## config.mk

```make
export PLATFORM = sky130hd
export DESIGN_NAME = repairclk_responder
export DESIGN_NICKNAME = d
export VERILOG_FILES = /design/src/rtl/repairclk_responder.sv
export SDC_FILE = /design/constraint.sdc
export NUM_CORES = 1
export LEC_CHECK = 0
export BUFFER_PORTS_ARGS = -buffer_cell sky130_fd_sc_hd__buf_2
export CAP_MARGIN = 0
export CORE_UTILIZATION = 28
export CTS_BUF_LIST = sky130_fd_sc_hd__clkbuf_8
export DETAILED_ROUTE_END_ITERATION = 8
export SYNTH_ARGS = -nofsm -noshare
export SYNTH_HDL_FRONTEND = slang
export SYNTH_SLANG_ARGS = --single-unit
```

## constraint.sdc

```tcl
create_clock -name CLK -period 2.9 [get_ports CLK]
set_input_delay 0.29 -clock CLK [delete_from_list [all_inputs] [get_ports CLK]]
set_output_delay 0.29 -clock CLK [all_outputs]
set_load 0.005 [all_outputs]
```

## src/rtl/repairclk_responder.sv

```systemverilog
// MBINIT.REPAIRCLK responder: answers init/result/done requests and counts per-lane clock-pattern hits.
// Outputs are registered from the next state and change one cycle after the trigger; busy TX only delays response launch.
module repairclk_responder #(
   parameter int PASS_THRESHOLD = 16,
   parameter int CNT_W          = 5,
   parameter int TIMEOUT_CYCLES = 1000
) (
   input  logic       CLK,
   input  logic       rst,
   input  logic       i_MBINIT_CAL_end,
   input  logic [3:0] i_Rx_SbMessage,
   input  logic       i_msg_valid,
   input  logic       i_Busy_SideBand,
   input  logic       i_falling_edge_busy,
   input  logic [2:0] i_lane_pattern_hit,
   output logic [3:0] o_TX_SbMessage,
   output logic       o_ValidOutData,
   output logic [2:0] o_Clock_track_result,
   output logic       o_MBINIT_REPAIRCLK_Detect_En,
   output logic       o_MBINIT_REPAIRCLK_Rx_end,
   output logic       o_train_error_req
);

   localparam logic [3:0] MSG_INIT_REQ    = 4'd1;
   localparam logic [3:0] MSG_INIT_RESP   = 4'd2;
   localparam logic [3:0] MSG_RESULT_REQ  = 4'd3;
   localparam logic [3:0] MSG_RESULT_RESP = 4'd4;
   localparam logic [3:0] MSG_DONE_REQ    = 4'd5;
   localparam logic [3:0] MSG_DONE_RESP   = 4'd6;

   localparam logic [3:0] ST_IDLE              = 4'd0;
   localparam logic [3:0] ST_WAIT_INIT_REQ     = 4'd1;
   localparam logic [3:0] ST_CHECK_BUSY_INIT   = 4'd2;
   localparam logic [3:0] ST_SEND_INIT_RESP    = 4'd3;
   localparam logic [3:0] ST_DETECT            = 4'd4;
   localparam logic [3:0] ST_CHECK_BUSY_RESULT = 4'd5;
   localparam logic [3:0] ST_SEND_RESULT_RESP  = 4'd6;
   localparam logic [3:0] ST_WAIT_DONE_REQ     = 4'd7;
   localparam logic [3:0] ST_CHECK_BUSY_DONE   = 4'd8;
   localparam logic [3:0] ST_SEND_DONE_RESP    = 4'd9;
   localparam logic [3:0] ST_DONE              = 4'd10;
   localparam logic [3:0] ST_ERROR             = 4'd11;

   localparam int               TMR_W    = $clog2(TIMEOUT_CYCLES) + 1;
   localparam logic [TMR_W-1:0] TMR_LAST = TMR_W'(TIMEOUT_CYCLES - 1);
   localparam logic [CNT_W-1:0] CNT_MAX  = '1;

   logic [3:0]       state;
   logic [3:0]       next_state;
   logic [TMR_W-1:0] timer;
   logic [CNT_W-1:0] hit_cnt [3];
   logic [2:0]       lane_pass;
   logic             init_req_vld;
   logic             result_req_vld;
   logic             done_req_vld;
   logic             timer_active;
   logic             result_accept;

   assign init_req_vld   = i_msg_valid && (i_Rx_SbMessage == MSG_INIT_REQ);
   assign result_req_vld = i_msg_valid && (i_Rx_SbMessage == MSG_RESULT_REQ);
   assign done_req_vld   = i_msg_valid && (i_Rx_SbMessage == MSG_DONE_REQ);
   assign timer_active   = (state != ST_IDLE) && (state != ST_DONE) && (state != ST_ERROR);

   always_comb begin
      next_state = state;
      case (state)
         ST_IDLE:              next_state = ST_WAIT_INIT_REQ;
         ST_WAIT_INIT_REQ:     if (init_req_vld)
                                  next_state = i_Busy_SideBand ? ST_CHECK_BUSY_INIT : ST_SEND_INIT_RESP;
         ST_CHECK_BUSY_INIT:   if (!i_Busy_SideBand) next_state = ST_SEND_INIT_RESP;
         ST_SEND_INIT_RESP:    if (i_falling_edge_busy) next_state = ST_DETECT;
         ST_DETECT:            if (result_req_vld)
                                  next_state = i_Busy_SideBand ? ST_CHECK_BUSY_RESULT : ST_SEND_RESULT_RESP;
         ST_CHECK_BUSY_RESULT: if (!i_Busy_SideBand) next_state = ST_SEND_RESULT_RESP;
         ST_SEND_RESULT_RESP:  if (i_falling_edge_busy) next_state = ST_WAIT_DONE_REQ;
         ST_WAIT_DONE_REQ:     if (done_req_vld)
                                  next_state = i_Busy_SideBand ? ST_CHECK_BUSY_DONE : ST_SEND_DONE_RESP;
         ST_CHECK_BUSY_DONE:   if (!i_Busy_SideBand) next_state = ST_SEND_DONE_RESP;
         ST_SEND_DONE_RESP:    if (i_falling_edge_busy) next_state = ST_DONE;
         ST_DONE:              next_state = ST_DONE;
         ST_ERROR:             next_state = ST_ERROR;
         default:              next_state = ST_IDLE;
      endcase
      // Enable drop beats timeout, which beats any message-driven move.
      if (timer_active && (timer == TMR_LAST)) next_state = ST_ERROR;
      if (!i_MBINIT_CAL_end) next_state = ST_IDLE;
   end

   assign result_accept = (state == ST_DETECT) &&
                          ((next_state == ST_SEND_RESULT_RESP) || (next_state == ST_CHECK_BUSY_RESULT));

   always_comb begin
      lane_pass = '0;
      for (int i = 0; i < 3; i++)
         lane_pass[i] = ({{(32-CNT_W){1'b0}}, hit_cnt[i]} >= $unsigned(PASS_THRESHOLD));
   end

   always_ff @(posedge CLK) begin
      if (rst || (state == ST_IDLE))
         timer <= '0;
      else if (timer_active)
         timer <= timer + 1'b1;
   end

   // The hit that arrives alongside result_req is deliberately dropped.
   always_ff @(posedge CLK) begin
      if (rst || ((state != ST_DETECT) && (next_state == ST_DETECT))) begin
         for (int i = 0; i < 3; i++) hit_cnt[i] <= '0;
      end else if ((state == ST_DETECT) && !result_req_vld) begin
         for (int i = 0; i < 3; i++)
            if (i_lane_pattern_hit[i] && (hit_cnt[i] != CNT_MAX))
               hit_cnt[i] <= hit_cnt[i] + 1'b1;
      end
   end

   always_ff @(posedge CLK) begin
      if (rst) begin
         state                        <= ST_IDLE;
         o_TX_SbMessage               <= '0;
         o_ValidOutData               <= 1'b0;
         o_Clock_track_result         <= '0;
         o_MBINIT_REPAIRCLK_Detect_En <= 1'b0;
         o_MBINIT_REPAIRCLK_Rx_end    <= 1'b0;
         o_train_error_req            <= 1'b0;
      end else begin
         state                        <= next_state;
         o_MBINIT_REPAIRCLK_Detect_En <= (next_state == ST_DETECT);
         o_MBINIT_REPAIRCLK_Rx_end    <= (next_state == ST_DONE);
         o_train_error_req            <= (next_state == ST_ERROR);
         case (next_state)
            ST_SEND_INIT_RESP: begin
               o_ValidOutData <= 1'b1;
               o_TX_SbMessage <= MSG_INIT_RESP;
            end
            ST_SEND_RESULT_RESP: begin
               o_ValidOutData <= 1'b1;
               o_TX_SbMessage <= MSG_RESULT_RESP;
            end
            ST_SEND_DONE_RESP: begin
               o_ValidOutData <= 1'b1;
               o_TX_SbMessage <= MSG_DONE_RESP;
            end
            default: begin
               o_ValidOutData <= 1'b0;
               o_TX_SbMessage <= '0;
            end
         endcase
         if (next_state == ST_IDLE)
            o_Clock_track_result <= '0;
         else if (result_accept)
            o_Clock_track_result <= lane_pass;
      end
   end

endmodule

```

==> metrics, run 1 <==
EDFF count, synth 15; hold path cells 2; Clock Skew 0.0105 ns; Worst path max stage delay 0.59 ns; ANT nets after route 0; r2r setup slk 0.16 ns; crit path launch type register; ant diodes 0; Avg Inst Size Synth 9.37 um2; GRT Util Overall 11.7%; placed cell count 358; Area contributors post-synth dfxtp_1 (22%), edfxtp_1 (20%), ha_1 (5.6%); final core occ 33.2%; Synth Flop Type dfxtp_1; setup ws final 0.160 ns; Leak Pwr 1.01 nW; CP max stage cell dfxtp_1; Worst Path Arrival 2.68 ns; Slew @ Worst Pin 0.726 ns; Crit path max-delay family compound AO/OA/AOI/OAI gates; # IOs 24; ratio of cells with drive above 1 in the final layout 18.2%; DP Wirelength 3430 um; Worst VDD drop 0.168 mV; WP buf/inv 0; setup_tns 0 ns; die width 91.0 um; Hold EP timer[1]; share of the synthesized area in the top cell type 21.6%; die height 91.0 um; worst endpoint required time 2.84 ns; post-CTS sizing 0; Hold Path Origin rst; Num CTS Buffers 5; critical path capture point type register; clock power share 40.9%; cell count after synthesis 237; TritonCTS clock tree done; # DRC 0; RSZ-0062 raised after global routing no; RR Startpoint state[0]; Root Driver clkbuf_8; fin crit share 94.5%; largest net degree at the start of global routing 15; number of global-route vias before repair 1,713; Synth top cells by count nor2_1 (25), dfxtp_1 (24), nand2_1 (19); Pre-Repair DR Iteration Count 4; synth-to-layout area growth 15.1%; antenna violations before repair 0; maxcap violations 0; # rows 32; area of the mapped netlist 2220 um2; Fin. Hold Viols 0; first-pass GRT wire length 7920 um; Min-Delay Path Class in -> reg; sw frac 22.4%; Seq/Total Area, Yosys 41.9%; post-synth cell types 51; Overflow after GRT 0; Comb pwr share 6.4%; status finished clean; dominant cell type by area after synthesis dfxtp_1; routability cong. 0.783; total power per unit cell area 435 nW/um2; final setup fails 0; Internal 862 uW; clock sink count 39; clock-pin transition on the worst setup and hold timing paths 0.08 ns; synth warn 0; via count of the routed design 1,754; ys async rst share 0%; final slew viol count 0; non-filler instance count after layout 366; DRT iter0 DRCs 79; clock latency on the worst-skew pair 0.29 ns; Setup CP Type reg -> reg; Clock Tree Buf Depth 2; net switching power 249 uW; most common cell in the netlist nor2_1; Reg power frac 52.7%; FMAX 365 MHz; routed len/inst 12.4 um; fillers 790; Core ar. 7690 um2; Hold Buf Count CTS 0; worst-path maximum fanout 14; Setup Fix Bufs, Post-CTS 0; H-Tree Depth 2; Reg2Reg Depth 6; fin nets 286; die area 8290 um2; crit path time final 2.74 ns; vias per inst 4.79; final WL 4530 um; Overall Power 1.11 mW; Max-slew headroom 51.5%; Yosys reg bits 39; initial core utilization 28.9%; PortBufs 21; worst path cell trace a21oi_1 > or3_4 > a311oi_4 > nand2_2 > o31a_1 > o21ai_1; pre-CTS setup slack 0.194 ns; R2R Path End hit_cnt[0][5]
## state kept, by name, indices dropped and copies added (netlist names)
register	cells
hit_cnt	15
timer	11
state	4
o_Clock_track_result	3
o_TX_SbMessage	2
o_MBINIT_REPAIRCLK_Detect_En	1
o_MBINIT_REPAIRCLK_Rx_end	1
o_ValidOutData	1
o_train_error_req	1
## worst max-delay path by stage
stage | from | to | slack, ns | cells after the start
final | state[0] | hit_cnt[0][5] | 0.16 | 6
after global routing | state[0] | hit_cnt[0][7] | 0.00004 | 6
after CTS | state[0] | hit_cnt[0][7] | 0.16 | 6
after detailed placement | state[0] | hit_cnt[0][12] | 0.19 | 6
after global placement | state[0] | hit_cnt[0][7] | 0.29 | 6
after floorplan | state[2] | hit_cnt[0][0] | 0.58 | 6
## cells by family after synthesis
family / synth area share, %
AOI/OAI and AO/OA: 15.3
xor gates and xnor gates: 5.13
adders and majority gates: 5.64
buffers and inverters: 4.68
DFF: 41.9
muxes: 2.71
other: 0.169
and+or+nand+nor: 24.4
## cell usage in the layout (no fill, tap or decap), types with 2 or more instances in the layout
master / n
clkbuf_8: 5
mux2i_1: 6
nand2b_1: 3
dfxtp_1: 24
nor2_1: 25
a211o_1: 2
nand2_2: 2
inv_1: 14
xnor2_1: 6
nand3b_1: 4
nand4b_1: 2
o21bai_1: 2
nor4_1: 2
buf_4: 5
buf_2: 21
edfxtp_1: 15
o21ai_0: 5
nor2b_1: 5
conb_1: 2
a31oi_1: 6
xor2_1: 7
nor3_1: 3
nand4_1: 7
o21ai_1: 5
or3_1: 4
ha_1: 10
and3_1: 9
nand2_1: 19
a21oi_1: 10
nand3_1: 11
## cell type report
| type | count | area [um2] | share of cell area, % |
|---|---|---|---|
| Multi-Input combinational cell | 177 | 1190 | 46.5 |
| Sequential cell | 39 | 931 | 36.4 |
| Timing Repair Buffer | 26 | 143 | 5.58 |
| Tap cell | 102 | 128 | 5.00 |
| Clock buffer | 5 | 68.8 | 2.69 |
| Inverter | 14 | 52.6 | 2.06 |
| Clock inverter | 3 | 43.8 | 1.71 |
## metal layers
metal,part of all wire (%),GRT usage [%],wire [um],up-vias
li1,-,-,-,898
met2,47,19.3,2140,26
met1,48,15.1,2190,823
met4,1.8,4.89,81,0
met5,0,0,0,-
met3,2.5,1.93,113,7
## power by group through the flow
stage | registers, mW | clock network, mW | logic, mW
final | 0.585 | 0.454 | 0.0716
after global routing | 0.587 | 0.497 | 0.0801
after CTS | 0.585 | 0.469 | 0.0721
after detailed placement | 0.598 | 0 | 0.0715
after global placement | 0.598 | 0 | 0.0711
after floorplan | 0.594 | 0 | 0.0506
## stage by stage
step                area [um2]  hold WS, ns
floorplan                 2220        0.362
detailed placement        2440        0.456
CTS                       2550        0.283
finish                    2550        0.289
global placement          2440        0.442
global route              2550        0.295
Note: power is estimated with default switching activity, not from simulation.
==> run 2, diff against run 1 <==
- CELL_PAD_IN_SITES_DETAIL_PLACEMENT: not set -> 1
- CELL_PAD_IN_SITES_GLOBAL_PLACEMENT: not set -> 1
- PLACE_DENSITY_LB_ADDON: not set -> 0.1
==> metrics, run 2 (same netlist as run 1, synthesis figures left out) <==
largest register by flop count hit_cnt; crit path time final 2.61 ns (-0.125 ns); Min-Delay Path Class in -> reg; maxcap violations 0 (unchanged); GRT Util Overall 13.8% (+2.1 points); Setup CP Type reg -> reg; via count of the routed design 1,748 (-0.34%); number of global-route vias before repair 1,818 (+6.1%); PortBufs 21 (unchanged); worst endpoint required time 2.84 ns (about the same); Clock Skew 0.00311 ns (-0.00739 ns); die height 91.0 um (unchanged); final core occ 33.6% (+0.39 points); vias per inst 4.72 (-1.4%); Max-slew headroom 45.1% (-6.4 points); die area 8290 um2 (unchanged); routability cong. 0.743 (-5.0%); non-filler instance count after layout 370 (+1.1%); DP Wirelength 4070 um (+19%); crit path launch type register; post-CTS sizing 0 (unchanged); Pre-Repair DR Iteration Count 4 (unchanged); Num CTS Buffers 5 (unchanged); fin nets 290 (+1.4%); status finished clean; Hold Buf Count CTS 0 (unchanged); final WL 5300 um (+17%); # IOs 24 (unchanged); Leak Pwr 1.03 nW (+2.1%); clock-pin transition on the worst setup and hold timing paths 0.08 ns (about the same); Worst Path Arrival 2.55 ns (-0.13 ns); max reg flops 15 (unchanged); antenna violations before repair 0 (unchanged); worst-path maximum fanout 10 (-4); # rows 32 (unchanged); most frequent cells in the layout nor2_1 (25), dfxtp_1 (24), buf_2 (21); total power per unit cell area 430 nW/um2 (-1.2%); Worst VDD drop 0.244 mV (+45%); TritonCTS clock tree done; initial core utilization 28.9% (unchanged); RSZ-0062 raised after global routing no; commonest non-fill, non-tap cell in the layout nor2_1; placed cell count 362 (+1.1%); fin crit share 90.2% (-4.3 points); Overflow after GRT 0 (unchanged); final slew viol count 0 (unchanged); largest registers hit_cnt x15, timer x11, state x4; setup_tns 0 ns (unchanged); critical path capture point type register; clock latency on the worst-skew pair 0.28 ns (about the same); first-pass GRT wire length 9040 um (+14%); Overall Power 1.11 mW (about the same); DRT iter0 DRCs 34 (-57%); Root Driver clkbuf_8; final setup fails 0 (unchanged); largest net degree at the start of global routing 14 (-1); Fin. Hold Viols 0 (unchanged); Setup Fix Bufs, Post-CTS 0 (unchanged); ANT nets after route 0 (unchanged); Core ar. 7690 um2 (unchanged); H-Tree Depth 2 (unchanged); die width 91.0 um (unchanged); # DRC 0 (unchanged); ratio of cells with drive above 1 in the final layout 19.4% (+1.2 points); synth-to-layout area growth 16.5%; FMAX 382 MHz (+4.8%); clock sink count 39 (unchanged); ant diodes 0 (unchanged); routed len/inst 14.3 um (+16%); Clock Tree Buf Depth 2 (unchanged); Slew @ Worst Pin 0.822 ns (+0.0951 ns)
run 2: worst max-delay path: stages (launching register included):
cell	delay [ns]
dfxtp_1	0.46
buf_4	0.21
nand3b_1	0.11
nand3_1	0.13
a311oi_4	0.41
nand2_2	0.16
o31a_1	0.37
o21ai_1	0.41
run 2: per-layer routing:
metal	vias up	GRT usage [%]	wire length, um
li1	908	-	-
met4	0	3.97	55
met5	-	0	0
met2	19	21.0	2310
met1	817	19.7	2810
met3	4	2.76	136
run 2: per-stage QoR:
stage | hold slack [ns] | cell area, um2 | setup slack [ns]
5_1_grt | 0.306 | 2580 | 0.131
3_5_place_dp | 0.450 | 2470 | 0.271
6_report | 0.298 | 2580 | 0.286
3_3_place_gp | 0.443 | 2470 | 0.292
4_1_cts | 0.291 | 2580 | 0.280
2_1_floorplan | 0.362 | 2220 | 0.582
run 2: layout make-up:
type                       count  area (um2)
fill                         947        5100
inverter                      14        52.6
clock buffer                   5        68.8
timing repair buffer          30         173
sequential                    39         931
tap                          102         128
multi-input combinational    177        1190
clock inverter                 3        43.8
run 2: worst paths after layout:
kind	start	end	slack, ns	cells past startpoint
min reg2reg	o_Clock_track_result[0]	o_Clock_track_result[0]	0.46	2
max reg2reg	state[1]	hit_cnt[0][5]	0.29	7
max	state[1]	hit_cnt[0][5]	0.29	7
min	rst	timer[1]	0.30	2
run 2: power by group:
group | switching, mW | internal, mW
registers | 0.00887 | 0.576
logic | 0.0453 | 0.0315
clock network | 0.194 | 0.256
total | 0.248 | 0.864
==> run 3, diff against run 2 <==
- ABC_AREA: not set -> 1
==> metrics, run 3 <==
Area contributors post-synth dfxtp_1 (21%), edfxtp_1 (20%), nor2_1 (8.1%); Post-DP Area 2510 um2 (+1.5%); Core ar. 7850 um2 (+2.1%); fin crit share 72.9% (-17 points); die width 92.7 um (+1.8%); Clock Tree Buf Depth 2 (unchanged); Clock Skew 0.00753 ns (+0.00442 ns); final setup fails 0 (unchanged); via count of the routed design 1,930 (+10%); H-Tree Depth 2 (unchanged); Num CTS Buffers 5 (unchanged); DP Wirelength 4260 um (+4.7%); commonest non-fill, non-tap cell in the layout inv_1; clock sink count 39 (unchanged); # DRC 0 (unchanged); vias per inst 4.50 (-4.8%); routability cong. 0.741 (-0.39%); RSZ-0062 raised after global routing no; Overflow after GRT 0 (unchanged); PortBufs 21 (unchanged); status finished clean; largest net degree at the start of global routing 16 (+2); Finished Cell Area 2590 um2 (+0.19%); Setup CP Type reg -> reg; Hold Buf Count CTS 0 (unchanged); share of the synthesized area in the top cell type 20.9% (-0.79 points); first-pass GRT wire length 8990 um (-0.54%); final WL 5230 um (-1.3%); Worst VDD drop 0.183 mV (-25%); fin nets 349 (+20%); # IOs 24 (unchanged); top sig layer met4; GRT Util Overall 13.3% (-0.47 points); routed len/inst 12.2 um (-15%); Seq/Total Area, Yosys 40.4% (-1.5 points); setup_tns 0 ns (unchanged); Synth Flop Type dfxtp_1; maxcap violations 0 (unchanged); die area 8590 um2 (+3.7%); post-synth cell types 33 (-35%); ratio of cells with drive above 1 in the final layout 18.7% (-0.75 points); worst-path maximum fanout 8 (-2); Leak Pwr 1.17 nW (+13%); # rows 32 (unchanged); most common cell in the netlist nor2_1; ant diodes 0 (unchanged); Setup Fix Bufs, Post-CTS 0 (unchanged); ys async rst share 0% (unchanged); ANT nets after route 0 (unchanged); synth-to-layout area growth 12.4%; total power per unit cell area 388 nW/um2 (-9.8%); Fin. Hold Viols 0 (unchanged); Root Driver clkbuf_8; cell count after synthesis 301 (+27%); FMAX 473 MHz (+24%); WL met2 2560 um (+11%); max reg flops 15 (unchanged); EDFF count, synth 15 (unchanged); initial core utilization 29.4% (+0.48 points); area of the mapped netlist 2300 um2 (+3.8%); die height 92.7 um (+1.8%); final slew viol count 0 (unchanged); most frequent cells in the layout inv_1 (51), nor2_1 (50), nand2_1 (39); Avg Inst Size Synth 7.65 um2 (-18%); Min-Delay Path Class in -> reg; largest register by flop count hit_cnt; critical path capture point type register; Worst Path Arrival 2.09 ns (-0.46 ns); met3 WL 119 um (-13%); DRT iter0 DRCs 69 (+100%); crit path time final 2.11 ns (-0.501 ns); Synth top cells by count nor2_1 (50), inv_1 (49), nand2_1 (39); clock-pin transition on the worst setup and hold timing paths 0.07 ns (about the same); antenna violations before repair 0 (unchanged); Pre-Repair DR Iteration Count 4 (unchanged); number of global-route vias before repair 1,955 (+7.5%); synth warn 0 (unchanged); largest registers hit_cnt x15, timer x11, state x4; fillers 984 (+3.9%); TritonCTS clock tree done; crit path launch type register; Yosys reg bits 39 (unchanged); clock latency on the worst-skew pair 0.29 ns (about the same); worst hold margin 0.261 ns (-0.0369 ns); post-CTS sizing 0 (unchanged); WL met1 2480 um (-12%); worst endpoint required time 2.88 ns (+0.04 ns); dominant cell type by area after synthesis dfxtp_1
run 3: changes by cell type after synthesis, moves of 13 or more:
cell / before / now
nand2_1: 19 / 39
inv_1: 14 / 49
nor2_2: 0 / 13
nor2_1: 25 / 50
nand3_1: 11 / 26
run 3: worst paths after layout:
kind / start / end / slack (ns) / cells past startpoint
worst min register to register: o_Clock_track_result[0] / o_Clock_track_result[0] / 0.48 / 2
worst min-delay path: rst / state[1] / 0.26 / 2
worst max-delay path: state[1] / hit_cnt[0][5] / 0.79 / 12
worst max register to register: state[1] / hit_cnt[0][5] / 0.79 / 12
run 3: power breakdown:
part / switching [mW] / internal [mW]
clock network: 0.186 / 0.162
logic: 0.0487 / 0.0232
registers: 0.00818 / 0.576
total: 0.243 / 0.761
run 3: per-layer routing:
layer,GRT usage [%],vias to the layer above
met4,4.23,0
met2,23.7,22
met3,2.71,7
li1,-,1001
met5,0,-
met1,16.0,900
run 3: cell families (layout without fill, tap and decap cells):
family | Yosys count | count (layout) | synth area share, %
fa+ha+maj | 10 | 10 | 5.43
buf+inv | 57 | 82 | 9.99
simple gates | 164 | 164 | 35.5
other cells | 1 | 2 | 0.163
flops | 39 | 39 | 40.4
xor+xnor | 11 | 11 | 4.18
compound gates | 19 | 19 | 4.35
run 3: cell type report:
class                           count  area [um2]  share of cell area, %
Multi-Input combinational cell    206        1150                   44.3
Sequential cell                    39         931                   35.9
Inverter                           53         199                   7.68
Tap cell                          102         128                   4.93
Timing Repair Buffer               21         105                   4.06
Clock buffer                        5        68.8                   2.66
Clock inverter                      3        12.5                  0.483
run 3: through the flow:
step	util [%]	power, mW	cells	setup slack (ns)
finish	33.0	1.00	429	0.787
global route	33.0	1.05	429	0.593
CTS	33.0	1.02	429	0.733
detailed placement	32.0	0.670	421	0.729
global placement	32.0	0.670	421	0.728
floorplan	-	0.643	302	1.08
run 3: worst max-delay path: stages, from the launching register on:
cell and delay (ns):
dfxtp_1 0.50, nor2_2 0.12, nand2_1 0.11, inv_1 0.05, nand2_1 0.06, nand2_1 0.04, nor2_1 0.20, nand3_2 0.13
nand2_2 0.13, nand4_2 0.12, nand2_1 0.09, inv_1 0.07, nand2_1 0.18
